==> src/rtl/w5300_bus_master.sv <==
// W5300 host-bus access engine: one command per handshake,
// timed CS/RD/WR strobes, streamed write data in, read data out.
module w5300_bus_master #(
  parameter int DATA_W = 16,
  parameter int ADDR_W = 10,
  parameter int LEN_W  = 8,
  parameter int SETUP  = 5,
  parameter int ACTIVE = 5,
  parameter int HOLD   = 5
) (
  input  logic              Clk,
  input  logic              Rst,
  input  logic              CmdValid,
  output logic              CmdReady,
  input  logic              CmdWrite,
  input  logic [ADDR_W-1:0] CmdAddr,
  input  logic [LEN_W-1:0]  CmdLen,
  input  logic              CmdInc,
  input  logic [DATA_W-1:0] WrData,
  input  logic              WrValid,
  output logic              WrReady,
  output logic [DATA_W-1:0] RdData,
  output logic              RdValid,
  output logic              Busy,
  output logic              Done,
  output logic [ADDR_W-1:0] LanAddr,
  output logic [DATA_W-1:0] LanDataOut,
  output logic              LanDataOe,
  input  logic [DATA_W-1:0] LanDataIn,
  output logic              LanCs,
  output logic              LanRd,
  output logic              LanWr
);

  localparam int MSA  = (SETUP > ACTIVE) ? SETUP : ACTIVE;
  localparam int MAXP = (MSA > HOLD) ? MSA : HOLD;
  localparam int CW   = $clog2(MAXP + 1);

  localparam logic [CW-1:0] SL = CW'(SETUP - 1);
  localparam logic [CW-1:0] AL = CW'(ACTIVE - 1);
  localparam logic [CW-1:0] HL = CW'(HOLD - 1);

  typedef enum logic [2:0] {
    S_IDLE,
    S_SETUP,
    S_ACTIVE,
    S_HOLD,
    S_FIN
  } state_t;

  state_t              state_q, state_d;
  logic [CW-1:0]       cnt_q, cnt_d;
  logic [LEN_W-1:0]    rem_q, rem_d;
  logic                write_q, write_d;
  logic                inc_q, inc_d;
  logic [ADDR_W-1:0]   addr_q, addr_d;
  logic [DATA_W-1:0]   dout_q, dout_d;
  logic [DATA_W-1:0]   rdata_q, rdata_d;
  logic                rdv_q, rdv_d;
  logic                wr_ready;

  // State and datapath registers; reset parks the bus idle
  always_ff @(posedge Clk) begin
    if (Rst) begin
      state_q <= S_IDLE;
      cnt_q   <= '0;
      rem_q   <= '0;
      write_q <= 1'b0;
      inc_q   <= 1'b0;
      addr_q  <= '0;
      dout_q  <= '0;
      rdata_q <= '0;
      rdv_q   <= 1'b0;
    end else begin
      state_q <= state_d;
      cnt_q   <= cnt_d;
      rem_q   <= rem_d;
      write_q <= write_d;
      inc_q   <= inc_d;
      addr_q  <= addr_d;
      dout_q  <= dout_d;
      rdata_q <= rdata_d;
      rdv_q   <= rdv_d;
    end
  end

  // Next-state: phase timing, word counting, data capture
  always_comb begin
    state_d  = state_q;
    cnt_d    = cnt_q;
    rem_d    = rem_q;
    write_d  = write_q;
    inc_d    = inc_q;
    addr_d   = addr_q;
    dout_d   = dout_q;
    rdata_d  = rdata_q;
    rdv_d    = 1'b0;
    wr_ready = 1'b0;
    unique case (state_q)
      S_IDLE: begin
        if (CmdValid) begin
          write_d = CmdWrite;
          inc_d   = CmdInc;
          addr_d  = CmdAddr;
          rem_d   = CmdLen;
          cnt_d   = '0;
          state_d = (CmdLen == '0) ? S_FIN : S_SETUP;
        end
      end
      S_SETUP: begin
        if (cnt_q != SL) begin
          cnt_d = cnt_q + CW'(1);
        end else if (!write_q) begin
          cnt_d   = '0;
          state_d = S_ACTIVE;
        end else if (WrValid) begin
          dout_d   = WrData;
          wr_ready = 1'b1;
          cnt_d    = '0;
          state_d  = S_ACTIVE;
        end
      end
      S_ACTIVE: begin
        if (cnt_q != AL) begin
          cnt_d = cnt_q + CW'(1);
        end else begin
          cnt_d   = '0;
          state_d = S_HOLD;
          if (!write_q) begin
            rdata_d = LanDataIn;
            rdv_d   = 1'b1;
          end
        end
      end
      S_HOLD: begin
        if (cnt_q != HL) begin
          cnt_d = cnt_q + CW'(1);
        end else begin
          cnt_d = '0;
          rem_d = rem_q - LEN_W'(1);
          if (rem_q == LEN_W'(1)) begin
            state_d = S_FIN;
          end else begin
            state_d = S_SETUP;
            if (inc_q) addr_d = addr_q + ADDR_W'(2);
          end
        end
      end
      S_FIN: state_d = S_IDLE;
      default: state_d = S_IDLE;
    endcase
  end

  assign CmdReady   = (state_q == S_IDLE) && !Rst;
  assign WrReady    = wr_ready;
  assign RdData     = rdata_q;
  assign RdValid    = rdv_q;
  assign Busy       = (state_q != S_IDLE);
  assign Done       = (state_q == S_FIN);
  assign LanAddr    = addr_q;
  assign LanDataOut = dout_q;
  assign LanDataOe  = (state_q != S_IDLE) && write_q;
  assign LanCs      = !(state_q == S_ACTIVE);
  assign LanWr      = !((state_q == S_ACTIVE) && write_q);
  assign LanRd      = !((state_q == S_ACTIVE) && !write_q);

endmodule

==> config.mk <==
export PLATFORM = sky130hd
export DESIGN_NAME = w5300_bus_master
export DESIGN_NICKNAME = d
export VERILOG_FILES = /design/src/rtl/w5300_bus_master.sv
export SDC_FILE = /design/constraint.sdc
export NUM_CORES = 1
export LEC_CHECK = 0
export BUFFER_PORTS_ARGS = -buffer_cell sky130_fd_sc_hd__buf_2
export CAP_MARGIN = 20
export CORE_UTILIZATION = 30
export DETAILED_ROUTE_END_ITERATION = 6
export SLEW_MARGIN = 20
export SYNTH_ARGS = -nofsm -noshare
export SYNTH_HDL_FRONTEND = slang
export SYNTH_SLANG_ARGS = --single-unit
export TNS_END_PERCENT = 50
==> constraint.sdc <==
create_clock -name Clk -period 2.85 [get_ports Clk]
set_input_delay 0.57 -clock Clk [delete_from_list [all_inputs] [get_ports Clk]]
set_output_delay 0.57 -clock Clk [all_outputs]
set_load 0.01 [all_outputs]
==> reports/metrics.cfg, run 1 <==
[cells_and_area]
layout-drive-gt1-share_pct=31.18
n_fill_cell=935
stdcell_area_um2=3635
layout_common_cells=106 x buf_2, 90 x nand2_1, 59 x dfxtp_1
fin_cells=573
multi_input_area_um2=1464
final_common_cell=buf_2
diodes=0
seqCellArea_um2=1181
nets=521
synthToLayoutAreaGrowth_pct=30.91

[setup_path]
crit_fanout=17
critPathMaxStageDelay_ns=0.57
critPathKind=reg2out
timing.rr.start=state_q[1]
worstPathArrival_ns=1.75
crit_path_end_kind=primary output
cpMaxStageDelayCell=dfxtp_1
worst-endpoint-required_ns=2.28
critPathLaunchType=flop
worstSetupStartpoint=state_q[0]
crit_chain=nand4bb_1, nor2_1, nand2_1, inv_2, buf_2
rrSetupSlack_ns=0.82

[global_route]
grt_use_total_pct=15.98
grt_pass1_wl_um=12340
antenna_found_initial=0
first_global_vias=2608
globalRouteOverflowTotal=0
grt_max_degree=55

[synth]
yosysTopAreaCellShare_pct=42.54
synthCells=358
mappedNetlistNets=419
synth_warnings=0
ys_seq_area_share_pct=42.54
synth_seq_cells=59
synthTopCellsByArea=dfxtp_1 43%, nand2_1 12%, a21oi_1 8.8%
synth-async-reset-ratio_pct=0
synth_area_um2=2776
synth_top_area_cell=dfxtp_1
avgSynthCellArea_um2=7.755
synth_edf_count=0
synth.distinct_cells=52
synth_flop_cell=dfxtp_1

[sta]
worst_slew_pin_slew_ns=0.6380
fin_crit_sh_pct=81.52
min_period_ns=2.323
finalSetupViolCount=0
setup_tns_ns=0
max_freq_mhz=430.4
rsz0062_at_grt=no
worst_clock_skew_ns=0.006319
max_slew_margin_pct=57.47
hold_viol=0
slew_viol_final=0

[drt]
vias_per_cell=5.003
drtIter0Drc=133
wirelength_um=7421
wl_per_cell_um=12.95
ant_nets=0
first_pass_iters=7
route.vias.total=2867
drcViolationCount=10

[floorplan]
die_w_um=98.20
start_util_pct=31.38
die_h_um=98.20
io_pins=107
core_area_um2=8848
std_cell_rows=34
fp.dieArea_um2=9643

[worst_hold_path]
worstHoldStart=RdData[13]
worst_hold_path_type=reg2reg

[place]
dp_hpwl_um=5300
dpl_cell_area_um2=3386
numPortBuffers=106
place_congestion=0.7963
dp.cells=557

[clock_network]
h-tree-depth=3
cts_setup_buffers=0
clkTransAtPathRegs_ns=0.07
cts_tree=done
cts_resized=0
clk_path_buf_depth=2
clock_latency_ns=0.33
ctsHoldBuffers=0
numClockSinks=59
cts_buffers=9
cts_root_buf=clkbuf_8

[power_and_ir_drop]
power.density_nw_per_um2=564.6
power_mw=2.052
leakagePower_nw=1.532
max-vdd-ir-drop_v=0.0002212

[status]
outcome=finished, violations left
violations=design-rule violations

[flow_run]
maxCapViolCount=0

==> per-stage QoR <==
step | utilization, % | hold slack [ns] | setup slack (ns)
global placement | 38.26 | 0.4384 | 0.6344
finish | 41.08 | 0.4515 | 0.5266
detailed placement | 38.26 | 0.4440 | 0.6151
floorplan | - | 0.4309 | 1.039
CTS | 41.08 | 0.4535 | 0.4839
global route | 41.08 | 0.4543 | 0.2753
==> routing by layer <==
layer  track usage, %  wire length (um)  part of all wire, %  vias up
met2            25.79              3430                   46       83
met5                0                 0                    0        -
met3            3.865               459                  6.2        4
met1            20.23              3445                   46     1319
li1                 -                 -                    -     1461
met4            7.118                86                  1.2        0
==> synthesized netlist by cell type (6+ instances only) <==
cell type  instances
o21ai_0           12
nand2_1           90
nand3_1            8
nand4_1            6
nor2_1            23
a21oi_1           49
clkbuf_1           8
dfxtp_1           59
buf_2              9
nor3_1            10
inv_1              8
==> power breakdown <==
group	switching (mW)	leakage, nW	internal [mW]
registers	0.0342	0.479	0.851
logic	0.124	0.930	0.0982
clock network	0.339	0.123	0.606
==> cell type report <==
cell class | instances | area share [%]
tap | 108 | 3.718
multi-input combinational | 269 | 40.28
sequential | 59 | 32.50
inverter | 10 | 1.033
timing repair buffer | 111 | 15.63
clock inverter | 6 | 3.064
clock buffer | 10 | 3.787
==> state kept, by name, summed over array words and instances, names as in the netlist <==
name and cells:
inc_q 1, RdData 16, LanAddr 10, write_q 1, RdValid 1, cnt_q 3, LanDataOut 16, state_q 3
rem_q 8
==> worst max-delay path, delay by kind of cell (launching register included) <==
family                 cells  cell delay [ns]
and+or+nand+nor            3             0.43
buffers and inverters      2             0.43
DFF                        1             0.57
==> logic make-up (layout without fill, tap and decap cells) <==
family | count (synthesis) | after routing | share of synthesized area, %
simple gates | 164 | 164 | 27.13
compound gates | 99 | 99 | 23.03
flops | 59 | 59 | 42.54
buf+inv | 30 | 137 | 4.732
fa+ha+maj | 5 | 5 | 2.253
xor+xnor | 1 | 1 | 0.3155
==> final timing paths <==
kind                            depth (start not counted)          to
worst min register to register                          2  RdData[13]
worst max register to register                          5   RdData[2]
worst min-delay path                                    2  RdData[13]
worst max-delay path                                    5     WrReady
(Power assumes the default switching activity.)
==> run 2: changes to the inputs <==
==> constraint.sdc (replaced) <==
create_clock -name Clk -period 2.2 [get_ports Clk]
set_input_delay 0.44 -clock Clk [delete_from_list [all_inputs] [get_ports Clk]]
set_output_delay 0.44 -clock Clk [all_outputs]
set_load 0.01 [all_outputs]
==> run 2 against run 1 <==
The run still ends with design-rule violations left. Worst setup slack lost 0.41 ns. Worst hold slack lost 0.13 ns. Die area is the same. Sequential share of layout area shrank 0.45 points. Final area grew 1.6%. Flip-flop and latch count is the same. Clock power grew 19%. Sequential power grew 30%. Cell count grew 1.7%. Register-to-register slack lost 0.59 ns. Combinational power grew 30%. Non-clock buffer count grew 10. Critical path type unchanged.
==> reports/metrics.cfg, run 2 (synthesized netlist as in run 1, its figures left out) <==
[place]
dp_hpwl_um=5494
place_congestion=0.8092
numPortBuffers=106
place_ws_ns=0.1787
dp.cells=562

[drt]
met3_length_um=356
ant_nets=0
drcViolationCount=10
top_layer_used=met4
wirelength_um=7531
vias_per_cell=4.991
wl_met2_um=3490
route.vias.total=2910
wl_per_cell_um=12.92
drtIter0Drc=125
first_pass_iters=7
wl_met1_um=3557

[sta]
hold_viol=0
max_slew_margin_pct=57.81
max_freq_mhz=481.0
min_period_ns=2.079
setup_tns_ns=0
worst_slew_pin_slew_ns=0.6329
setup_ws_ns=0.1212
slew_viol_final=0
finalSetupViolCount=0
rsz0062_at_grt=no
fin_crit_sh_pct=94.49
worst_clock_skew_ns=0.006793

[cells_and_area]
synthToLayoutAreaGrowth_pct=33.03
diodes=0
nets=531
fin_util_pct=41.74
layout-drive-gt1-share_pct=33.05
n_fill_cell=923
final_common_cell=buf_2
layout_common_cells=106 x buf_2, 90 x nand2_1, 57 x dfxtp_1
fin_cells=583

[setup_path]
worst-endpoint-required_ns=1.76
worstPathArrival_ns=1.64
critPathKind=reg2out
crit_path_end_kind=primary output
critPathLaunchType=flop
crit_fanout=10

[global_route]
antenna_found_initial=0
grt_use_total_pct=15.81
grt_pass1_wl_um=12220
globalRouteOverflowTotal=0
first_global_vias=2635
grt_max_degree=34

[clock_network]
h-tree-depth=3
numClockSinks=59
clkTransAtPathRegs_ns=0.08
cts_tree=done
ctsHoldBuffers=0
cts_buffers=9
clk_path_buf_depth=2
cts_root_buf=clkbuf_8
clock_latency_ns=0.34

[floorplan]
core_area_um2=8848
die_w_um=98.20
fp.dieArea_um2=9643
die_h_um=98.20
io_pins=107
start_util_pct=31.38
std_cell_rows=34

[power_and_ir_drop]
combPwrFrac_pct=11.3
max-vdd-ir-drop_v=0.0002655
leakagePower_nw=1.569
power.density_nw_per_um2=692.8
intPower_mw=1.874
pwr-share-seq_pct=44.8
p_clk_share_pct=43.9
swShare_pct=26.75
power.net_switching_uw=684.4
power_mw=2.559

[status]
violations=design-rule violations
outcome=finished, violations left

[worst_hold_path]
worst_hold_path_type=in2reg

[flow_run]
maxCapViolCount=0

[run 2: what timing repair did]
item / CTS / global route
gates resized for setup: 1 / 4
setup endpoints to repair: 1 / 3
buffers inserted: 0 / 5
[run 2: worst paths after layout]
path,startpoint,to,slack (ns),depth (start not counted)
worst max-delay path,cnt_q[0],WrReady,0.12,7
worst max register to register,rem_q[1],LanAddr[3],0.23,7
worst min-delay path,LanDataIn[13],RdData[13],0.32,3
worst min register to register,RdData[3],RdData[3],0.45,2
[run 2: final cells by class]
class	count	area (um2)	area share, %
sequential	59	1184	32.05
clock buffer	9	123.9	3.354
inverter	10	42.54	1.152
timing repair buffer	121	643.1	17.41
clock inverter	7	101.3	2.744
tap	108	135.1	3.659
multi-input combinational	269	1464	39.63
[run 2: metrics by stage]
step / hold slack [ns] / instance area, um2
2_1_floorplan: 0.4309 / 2776
4_1_cts: 0.3069 / 3650
3_3_place_gp: 0.4377 / 3423
3_5_place_dp: 0.4456 / 3423
6_report: 0.3230 / 3694
5_1_grt: 0.3190 / 3694
[run 2: worst max-delay path, stage by stage (launching register included)]
cell	delay [ns]
dfxtp_1	0.38
inv_1	0.06
ha_1	0.22
nand2_1	0.16
nor2_1	0.07
nand2_1	0.15
clkinv_4	0.11
buf_2	0.15
[run 2: power by group through the flow]
stage | Combinational [mW] | Clock, mW | Sequential [mW]
after floorplan | 0.180 | 0 | 1.16
after global placement | 0.287 | 0 | 1.17
after detailed placement | 0.292 | 0 | 1.17
after CTS | 0.293 | 1.16 | 1.14
after global routing | 0.326 | 1.20 | 1.15
final | 0.289 | 1.12 | 1.15
[run 2: routing by layer]
metal  GRT usage [%]  up-vias
li1                -     1478
met1           20.40     1353
met2           25.08       69
met3           3.006       10
met4           8.266        0
met5               0        -
==> run 3: changes to the inputs <==
==> constraint.sdc (replaced) <==
create_clock -name Clk -period 2.2 [get_ports Clk]
set_input_delay 0.44 -clock Clk [delete_from_list [all_inputs] [get_ports Clk]]
set_output_delay 0.44 -clock Clk [all_outputs]
set_load 0.1 [all_outputs]
==> run 3 against run 2 <==
The run still ends with design-rule violations left. Sequential power barely moved. Sequential share of layout area fell by 0.61 points. Worst hold slack improved by 0.0075 ns. Register-to-register slack improved by 0.08 ns. Core utilization rose by 0.81 points. Worst setup slack improved by 0.038 ns. Non-clock buffer count fell by 1. Routed wire length rose by 2.4%. Flip-flop and latch count did not move. Combinational power rose by 53%. Cell count fell by 0.17%. Clock skew rose by 0.0016 ns. Critical path type unchanged. Largest power group unchanged.
==> reports/metrics.cfg, run 3 (synthesized netlist as in run 1, its figures left out) <==
[setup_path]
critPathLaunchType=flop
crit_fanout=13
crit_chain=nand2b_1, or3_1, buf_12
critPathTopFamily=simple AND/OR/NAND/NOR gates
worstPathArrival_ns=1.60
worst-endpoint-required_ns=1.76
r2r_cells=7
rrSetupSlack_ns=0.31
crit_path_end_kind=primary output
critPathMaxStageDelay_ns=0.48
timing.rr.start=rem_q[1]
cp.buffers_inverters=1
critPathKind=reg2out
cpMaxStageDelayCell=dfxtp_2
reg2reg_to=LanAddr[3]

[sta]
hold_slack_ns=0.3304
max_slew_margin_pct=66.16
hold_viol=0
slew_viol_final=0
finalSetupViolCount=0
max_freq_mhz=489.9
fin_crit_sh_pct=92.79
worst_slew_pin_slew_ns=0.5077
min_period_ns=2.041
rsz0062_at_grt=no
worst_clock_skew_ns=0.008357

[global_route]
antenna_found_initial=0
top_usage_layer=met2
grt_use_total_pct=16.39
use_met2_pct=27.25
grt_pass1_wl_um=12650
use_met3_pct=2.792
globalRouteOverflowTotal=0
grt_max_degree=48
first_global_vias=2659
grt_use_met1_pct=20.58

[clock_network]
h-tree-depth=3
cts_tree=done
ctsHoldBuffers=0
cts_buffers=9
clkTransAtPathRegs_ns=0.08
clk_path_buf_depth=2
cts_root_buf=clkbuf_8
numClockSinks=59
clock_latency_ns=0.34

[floorplan]
io_pins=107
die_h_um=98.20
die_w_um=98.20
core_area_um2=8848
fp.dieArea_um2=9643
start_util_pct=31.38
std_cell_rows=34

[cells_and_area]
synthToLayoutAreaGrowth_pct=35.60
stdcell_area_um2=3765
diodes=0
nets=530
fin_util_pct=42.55
multi_input_area_um2=1490
layout_common_cells=102 x buf_2, 88 x nand2_1, 57 x dfxtp_1
n_fill_cell=902
seqCellArea_um2=1184
final_common_cell=buf_2
layout-drive-gt1-share_pct=34.18

[power_and_ir_drop]
p_clk_share_pct=39.2
combPwrFrac_pct=16.9
swShare_pct=32.14
power.net_switching_uw=839.8
max-vdd-ir-drop_v=0.0002454
pwr-share-seq_pct=43.9
intPower_mw=1.773
power.density_nw_per_um2=694.1
leakagePower_nw=1.576

[place]
dp_hpwl_um=5491
numPortBuffers=106
dpl_cell_area_um2=3507
place_congestion=0.8328

[drt]
vias_per_cell=4.940
drcViolationCount=9
wirelength_um=7713
wl_per_cell_um=13.25
route.vias.total=2875
drtIter0Drc=91
ant_nets=0
first_pass_iters=6

[flow_run]
maxCapViolCount=0

[worst_hold_path]
hold_depth=3
worstHoldStart=LanDataIn[4]
hold_end=RdData[4]
worst_hold_path_type=in2reg

[status]
outcome=finished, violations left
violations=design-rule violations

run 3: power by group through the flow:
stage                     combinational, mW  clock (mW)  sequential, mW
after floorplan                       0.226           0            1.26
after global placement                0.433           0            1.17
after detailed placement              0.437           0            1.17
after CTS                             0.437        1.05            1.15
after global routing                  0.477        1.11            1.15
final                                 0.441        1.02            1.15
run 3: tightest hold or removal path: stages:
cell	delay (ns)
buf_2	0.09
nand2_1	0.04
a21oi_1	0.05
run 3: layer usage:
metal	vias to the layer above	routed length (um)
met2	90	3587
met5	-	0
met3	9	417
li1	1473	-
met1	1303	3590
met4	0	118
run 3: worst max-delay path by stage:
stage               startpoint  cells past startpoint          to
global route          cnt_q[0]                      7     WrReady
floorplan           state_q[0]                      4    CmdReady
detailed placement    CmdValid                      6  LanAddr[5]
finish              state_q[1]                      3       LanRd
CTS                   cnt_q[0]                      7     WrReady
global placement      CmdValid                      6  LanAddr[5]
run 3: what timing repair did:
action,in CTS,in global routing
setup endpoints to repair,4,3
resized for setup,2,3
pin swaps,0,1
endpoints found under the hold margin,0,0
gates cloned,0,0
buffers inserted,0,6
run 3: area by class of cell:
cell class	instances	share of cell area (%)
multi-input cells	269	39.58
well taps	108	3.589
flip-flops and latches	59	31.44
clock buffers	9	3.290
inverters	10	1.230
clock inverters	7	2.060
repair buffers	120	18.81
run 3: stage by stage:
stage,worst slack (ns),total power [mW],setup TNS [ns],instances
after floorplan,-0.2110,1.487,-0.5179,358
after global placement,0.2506,1.603,0,560
after detailed placement,0.2203,1.608,0,560
after CTS,0.04386,2.635,0,576
after global routing,0.02118,2.737,0,582
final,0.1587,2.613,0,582
